## src/rtl/fp32_normalizer.sv

```systemverilog
// Post-add normalizer for fp32: shifts the sum significand left to restore the hidden bit,
// adjusts or flushes the exponent, and packs the result through a two-stage valid/ready pipe.
module fp32_normalizer #(
   parameter int unsigned SIG_W = 24,
   parameter int unsigned EXP_W = 8,
   parameter int unsigned LZ_W  = 5,
   parameter int unsigned CNT_W = 16
) (
   input  logic             clk,
   input  logic             rst_n,
   input  logic             in_valid,
   output logic             in_ready,
   input  logic             in_sign,
   input  logic [EXP_W-1:0] in_exp,
   input  logic [SIG_W-1:0] in_sig,
   input  logic [LZ_W-1:0]  in_lz,
   output logic             out_valid,
   input  logic             out_ready,
   output logic [31:0]      out_result,
   output logic             out_underflow,
   output logic [CNT_W-1:0] uf_count
);

   localparam int unsigned RES_W = 32;

   // Stage 1 payload: classified beat waiting for its shift
   logic             s1_valid_q, s1_valid_d;
   logic             s1_sign_q,  s1_sign_d;
   logic [EXP_W-1:0] s1_exp_q,   s1_exp_d;
   logic [SIG_W-1:0] s1_sig_q,   s1_sig_d;
   logic [LZ_W-1:0]  s1_shift_q, s1_shift_d;
   logic             s1_uf_q,    s1_uf_d;

   logic             out_valid_q,     out_valid_d;
   logic [RES_W-1:0] out_result_q,    out_result_d;
   logic             out_underflow_q, out_underflow_d;
   logic [CNT_W-1:0] uf_count_q,      uf_count_d;

   logic             s2_free;
   logic             in_xfer;
   logic             zero;
   logic [EXP_W-1:0] lz_ext;
   logic [SIG_W-1:0] sig_s;

   assign s2_free  = !out_valid_q || out_ready;
   assign in_ready = !s1_valid_q || s2_free;
   assign in_xfer  = in_valid && in_ready;
   assign zero     = (in_sig == '0);
   assign lz_ext   = EXP_W'(in_lz);
   assign sig_s    = s1_sig_q << s1_shift_q;

   // Stage 1: classify ZERO / DENORM / NORMAL / UFLOW and pick shift and exponent
   always_comb begin
      s1_valid_d = s1_valid_q;
      s1_sign_d  = s1_sign_q;
      s1_exp_d   = s1_exp_q;
      s1_sig_d   = s1_sig_q;
      s1_shift_d = s1_shift_q;
      s1_uf_d    = s1_uf_q;
      if (in_xfer) begin
         s1_valid_d = 1'b1;
         s1_sig_d   = in_sig;
         s1_sign_d  = in_sign && !zero;
         s1_exp_d   = '0;
         s1_shift_d = '0;
         s1_uf_d    = 1'b0;
         if (zero) begin
            s1_uf_d = 1'b0;
         end else if (in_exp == '0) begin
            s1_uf_d = 1'b1;
         end else if (in_exp > lz_ext) begin
            s1_shift_d = in_lz;
            s1_exp_d   = in_exp - lz_ext;
         end else begin
            // in_exp <= in_lz < SIG_W, so in_exp-1 fits the shift field
            s1_shift_d = LZ_W'(in_exp - EXP_W'(1));
            s1_uf_d    = 1'b1;
         end
      end else if (s2_free) begin
         s1_valid_d = 1'b0;
      end
   end

   // Stage 2: apply shift and pack; holds while the consumer stalls
   always_comb begin
      out_valid_d     = out_valid_q;
      out_result_d    = out_result_q;
      out_underflow_d = out_underflow_q;
      if (s2_free) begin
         out_valid_d = s1_valid_q;
         if (s1_valid_q) begin
            out_result_d    = RES_W'({s1_sign_q, s1_exp_q, sig_s[SIG_W-2:0]});
            out_underflow_d = s1_uf_q;
         end
      end
   end

   // Saturating count of delivered underflow results
   always_comb begin
      uf_count_d = uf_count_q;
      if (out_valid_q && out_ready && out_underflow_q && (uf_count_q != '1)) begin
         uf_count_d = uf_count_q + CNT_W'(1);
      end
   end

   always_ff @(posedge clk or negedge rst_n) begin
      if (!rst_n) begin
         s1_valid_q      <= 1'b0;
         s1_sign_q       <= 1'b0;
         s1_exp_q        <= '0;
         s1_sig_q        <= '0;
         s1_shift_q      <= '0;
         s1_uf_q         <= 1'b0;
         out_valid_q     <= 1'b0;
         out_result_q    <= '0;
         out_underflow_q <= 1'b0;
         uf_count_q      <= '0;
      end else begin
         s1_valid_q      <= s1_valid_d;
         s1_sign_q       <= s1_sign_d;
         s1_exp_q        <= s1_exp_d;
         s1_sig_q        <= s1_sig_d;
         s1_shift_q      <= s1_shift_d;
         s1_uf_q         <= s1_uf_d;
         out_valid_q     <= out_valid_d;
         out_result_q    <= out_result_d;
         out_underflow_q <= out_underflow_d;
         uf_count_q      <= uf_count_d;
      end
   end

   assign out_valid     = out_valid_q;
   assign out_result    = out_result_q;
   assign out_underflow = out_underflow_q;
   assign uf_count      = uf_count_q;

endmodule
```

## config.mk

```make
export PLATFORM = sky130hd
export DESIGN_NAME = fp32_normalizer
export DESIGN_NICKNAME = d
export VERILOG_FILES = /design/src/rtl/fp32_normalizer.sv
export SDC_FILE = /design/constraint.sdc
export NUM_CORES = 1
export LEC_CHECK = 0
export CAP_MARGIN = 20
export CORE_ASPECT_RATIO = 1.5
export CORE_MARGIN = 10
export CORE_UTILIZATION = 53
export CTS_CLUSTER_DIAMETER = 200
export CTS_CLUSTER_SIZE = 12
export DETAILED_ROUTE_END_ITERATION = 8
export HOLD_SLACK_MARGIN = 0.02
export PLACE_DENSITY = 0.79
export REMOVE_ABC_BUFFERS = 1
export SYNTH_ARGS = -nofsm -noshare
export SYNTH_HDL_FRONTEND = slang
export SYNTH_SLANG_ARGS = --single-unit
```

## constraint.sdc

```tcl
create_clock -name clk -period 2.38 [get_ports clk]
set_input_delay 0.476 -clock clk [delete_from_list [all_inputs] [get_ports clk]]
set_output_delay 0.476 -clock clk [all_outputs]
set_load 0.03 [all_outputs]
```

==> results of run 1 <==
## repair_timing
item / 4_1_cts / 5_1_grt
gates resized for setup: 1 / 9
setup buffers: 0 / 1
setup endpoints to repair: 6 / 14
hold buffers: 0 / 0
pin swaps: 1 / 4
## sequential cells by signal, indices dropped and copies added (netlist names)
register	flops
out_result	32
s1_sig_q	23
uf_count	16
s1_exp_q	8
s1_shift_q	5
out_underflow	1
out_valid	1
s1_sign_q	1
s1_uf_q	1
s1_valid_q	1
## layer usage
metal / vias up / GRT usage, % / wire length [µm]
met5: - / 0 / 0
met4: 0 / 6.66 / 201
met3: 14 / 4.09 / 470
met2: 95 / 32.0 / 6840
met1: 1995 / 21.6 / 5110
li1: 1914 / - / -
## kinds of logic after synthesis
family,after synthesis
xor+xnor,21
mux,82
buf+inv,35
compound gates,78
flops,89
fa+ha+maj,9
simple gates,148
## power breakdown
group	switching (mW)	internal [mW]
clock network	0.574	0.951
registers	0.261	1.79
logic	1.04	0.929
## stage by stage
step / area, µm² / setup TNS (ps) / total power [mW] / hold WS (ps) / util (%)
after floorplan: 4860 / -1840 / 3.20 / 180 / -
after global placement: 6210 / -3570 / 3.96 / 448 / 67.5
after detailed placement: 6210 / -4410 / 4.02 / 456 / 67.5
after CTS: 6550 / 0 / 5.57 / 96.7 / 71.2
after global routing: 6580 / 0 / 5.81 / 110 / 71.5
final: 6580 / 0 / 5.54 / 85.4 / 71.5
## cells in the final DEF (no fill, tap or decap), drive strengths merged, types with 3 or more instances in the layout
cell type,Yosys,final
a221o,6,6
o31ai,4,4
mux2i,28,28
nor2,34,34
o21ai,13,13
mux4,11,11
mux2,43,43
nand2,61,61
xnor2,11,11
clkinv,0,4
a31oi,4,4
clkbuf,9,10
dfrtp,89,89
a2bb2oi,3,3
ha,8,8
xor2,10,10
buf,14,38
inv,12,12
and2,3,3
a21oi,12,12
nand3,10,10
nand2b,3,3
nor3,15,15
nand4,3,3
a22o,17,17
clkdlybuf4s50,0,88
a21o,3,3
nor4,6,6
## path summary, 6_finish.rpt
path / to / slack (ps)
worst max-delay path: s1_shift_q[0] / 130
worst min-delay path: out_result[4] / 90
worst max register to register: out_result[22] / 380
worst min register to register: out_result[26] / 470
max in group asynchronous: out_result[27] / 1660
min in group clk: out_result[26] / 470
## cell type report
class	count	area, µm²
inverter	12	45.0
clock buffer	10	239
timing repair buffer	128	1230
clock inverter	6	91.3
fill	690	2620
multi-input combinational	338	2610
tap	112	140
sequential	89	2230
==> out/results.txt, run 1 <==
status = completed
clock root buffer = clkbuf_16
io pins = 93
Netlist cell types = 52
die outline area = 13700 µm²
startpoint types = input port
Worst-Skew Late Latency = 340 ps
IO Port Bufs = 92
main combinational cell family by area after synthesis = multiplexers
synth top area cells = dfrtp_1, mux2_2, mux2i_1, mux4_2, nand2_1
FF-to-FF Start = s1_shift_q[1]
most numerous cell in the Yosys netlist = dfrtp_1
Final period util = 94.7%
num rows = 43
flops & latches, synth = 89
async set-reset flop share out of synthesis = 100%
mux cell area share after synthesis = 20.4%
CTS Buf Count = 9
final setup violation count = 0
Post-synth top flop = dfrtp_1
layout net count = 629
Post-DP HPWL = 9650 µm
total track usage = 18.5%
Fin. Hold Viols = 0
htree depth = 3
share of the yosys chip area belonging to registers = 44.8%
Clk pin slew, worst setup/hold paths = 60 ps
post-route insts no fill = 695
PnR worst setup slack = 125 ps
Sink Count = 89
largest net degree at the start of global routing = 57
syn_area_per_cell = 10.8 µm²
Hold Path Class = input port to asynchronous set/reset pin
RD Place Congestion = 0.933
vias after detailed routing = 4018
CP peak stage delay = 490 ps
crit-path cells = clkdlybuf4s50_1, fa_2, a211oi_2, o21ai_2, a21boi_4, mux2_4, a22o_1
CP max-delay cell = clkdlybuf4s50_1
Cells after Synth = 462
Power per Cell Area = 842 nW/µm²
Via density = 5.78
first-pass GRT wire length = 21100 µm
area growth from synthesis to layout = 32.5%
Adder-Cell Fraction of Synth Area = 2.42%
First-pass DRT Iterations = 5
Synth top area share = 44.8%
simple-gate area share of the yosys netlist = 13.8%
number of flops mapped to enable cells by yosys = 0
share of post-route cells with drive strength above 1 = 18.4%
Die Wd = 99.1 µm
Pleak = 2.89 nW
Fmax = 443 MHz
Die Span Y = 139 µm
initial antenna violation count = 0
DRC Markers = 0
critical path type = input port to flop
synth cell count leaders = dfrtp_1, nand2_1, nor2_1
Tightest Pin Transition = 682 ps
worst setup path start = in_exp[1]
max-slew violation count = 0
Rel. slew slack = 54.2%
unrepaired setup endpoints after global routing = no
Critical Path Stages = 7
R2R depth = 5
# placed instances = 678
Setup Skew = 8.38 ps
compound-gate portion of the synthesized area = 11.7%
pre-CTS WS = -358 ps
CP endpoint kind = flop
Peak VDD IR = 0.786 mV
Crit path max-delay family = compound AO/OA/AOI/OAI gates
global route overflow = 0
Critical Path RT = 2610 ps
vias in the first global route = 4261
Longest Clk Path Bufs = 2
final WL = 12600 µm
Synth Area in XOR/XNOR = 3.70%
routed length per instance = 18.2 µm
Synth warnings = 0
DR iter-0 viols = 204
Tmin final = 2250 ps
Starting Density = 54.0%
max-cap viol count = 0
post-synth top area cell = dfrtp_1
Critical Path AT = 2480 ps
CP max FO = 3
CTS tree = built
ANT nets after route = 0
CP bufs+invs = 1
CORE AREA = 9200 µm²
n_diodes = 0
Cell Area, Synth = 4970 µm²
Note: power is estimated with default switching activity, not from simulation.
==> run 2, diff against run 1 <==
--- a/config.mk
+++ b/config.mk
@@ -12,6 +12,7 @@
 export CTS_CLUSTER_DIAMETER = 200
 export CTS_CLUSTER_SIZE = 12
 export DETAILED_ROUTE_END_ITERATION = 8
+export GPL_TIMING_DRIVEN = 0
 export HOLD_SLACK_MARGIN = 0.02
 export PLACE_DENSITY = 0.79
 export REMOVE_ABC_BUFFERS = 1
==> out/results.txt, run 2 (synthesis gave the netlist of run 1 again) <==
status = completed
FF-to-FF Start = s1_shift_q[1]
Worst-Skew Late Latency = 350 ps
total track usage = 17.4%
Tmin final = 2300 ps
Longest Clk Path Bufs = 2
largest net degree at the start of global routing = 60
hold_ws = 64.2 ps
layout net count = 605
max reg flops = 32
clock root buffer = clkbuf_16
crit path to = s1_shift_q[0]
commonest non-fill, non-tap cells in the layout = clkdlybuf4s50_1, dfrtp_1, nand2_1
area of the multi-input gates = 2680 µm²
RD Place Congestion = 0.902
CP max FO = 5
ANT nets after route = 0
final WL = 12300 µm
DR iter-0 viols = 272
IO Port Bufs = 92
Critical Path AT = 2540 ps
worst reg2reg setup slack = 230 ps
FILL cells = 635
Post-DP HPWL = 9140 µm
CTS tree = built
routed length per instance = 18.4 µm
reg2reg end = out_result[22]
area growth from synthesis to layout = 31.9%
Peak VDD IR = 0.556 mV
startpoint types = input port
Via density = 5.87
vias after detailed routing = 3935
Clk pin slew, worst setup/hold paths = 60 ps
io pins = 93
Sink Count = 89
first-pass GRT wire length = 19800 µm
Hold Path Class = input port to asynchronous set/reset pin
worst setup path start = in_exp[2]
max-cap viol count = 0
Fin. Hold Viols = 0
setup TNS = 0 ps
Critical Path RT = 2610 ps
Setup Skew = 7.92 ps
Tightest Pin Transition = 643 ps
# hold bufs at CTS = 0
CP endpoint kind = flop
CTS Buf Count = 9
global route overflow = 0
num rows = 43
share of post-route cells with drive strength above 1 = 16.5%
Pleak = 2.80 nW
vias in the first global route = 3924
Fmax = 434 MHz
initial antenna violation count = 0
First-pass DRT Iterations = 4
htree depth = 3
CORE AREA = 9200 µm²
n_diodes = 0
Rel. slew slack = 56.8%
final setup violation count = 0
Die Span Y = 139 µm
die outline area = 13700 µm²
critical path type = input port to flop
unrepaired setup endpoints after global routing = no
Die Wd = 99.1 µm
Reg area = 2230 µm²
Final period util = 96.8%
Starting Density = 54.0%
Power per Cell Area = 846 nW/µm²
R2R depth = 5
max-slew violation count = 0
DRC Markers = 0
==> run 2: changes by cell type in the layout (fill, tap and decap cells not counted), moves of 2 or more <==
| cell | change |
|---|---|
| ha_1 | -3 |
| mux2i_1 | -3 |
| buf_16 | +6 |
| clkinv_4 | -3 |
| mux2i_2 | +3 |
| ha_4 | +4 |
| buf_12 | -3 |
| clkinvlp_4 | +2 |
| buf_4 | -28 |
==> run 2: routing by layer <==
| metal | part of all wire [%] | GRT usage (%) |
|---|---|---|
| met5 | 0 | 0 |
| met4 | 2.5 | 8.25 |
| met3 | 4.7 | 3.94 |
| met2 | 52 | 28.9 |
| met1 | 41 | 20.5 |
==> run 2: worst min path at each step <==
stage | slack (ps) | end | depth (start not counted) | startpoint
after global routing | 100 | out_result[4] | 1 | rst_n
after floorplan | 180 | out_result[0] | 0 | rst_n
final | 60 | out_result[4] | 1 | rst_n
after detailed placement | 440 | out_result[4] | 1 | rst_n
after global placement | 460 | out_result[23] | 2 | s1_exp_q[0]
after CTS | 70 | out_result[4] | 1 | rst_n
==> run 2: report_power, final <==
part,leakage (nW),internal [mW],switching [mW],total (mW)
sequential,1.12,1.79,0.269,2.06
combinational,1.54,0.941,1.03,1.97
clock,0.151,0.940,0.572,1.51
total,2.80,3.67,1.87,5.54
==> run 2: through the flow <==
step / setup slack (ps) / area, µm² / utilization [%] / std cells / power [mW]
after floorplan: -182 / 4860 / - / 439 / 3.20
after global placement: -2230 / 5920 / 64.3 / 643 / 3.89
after detailed placement: -713 / 6050 / 65.8 / 648 / 4.00
after CTS: -64.7 / 6420 / 69.8 / 665 / 5.53
after global routing: 22.6 / 6550 / 71.2 / 670 / 5.80
final: 75.4 / 6550 / 71.2 / 670 / 5.54
==> run 2: what timing repair did <==
action / CTS / global route
setup endpoints to repair: 13 / 23
setup buffers: 2 / 4
resized for setup: 9 / 16
pin swaps: 1 / 5
==> run 2: layout make-up <==
type	instances	share of cell area, %
Clock buffer	10	3.65
Clock inverter	5	1.22
Inverter	12	0.688
Multi-Input combinational cell	338	40.9
Sequential cell	89	34.0
Tap cell	112	2.14
Timing Repair Buffer	104	17.4
==> run 2: critical path, cell delays in order <==
cell and delay [ps]:
clkdlybuf4s50_1 530, ha_4 360, nand3_2 100, or3_4 350, a21boi_4 210, mux2_4 310, a22o_1 190
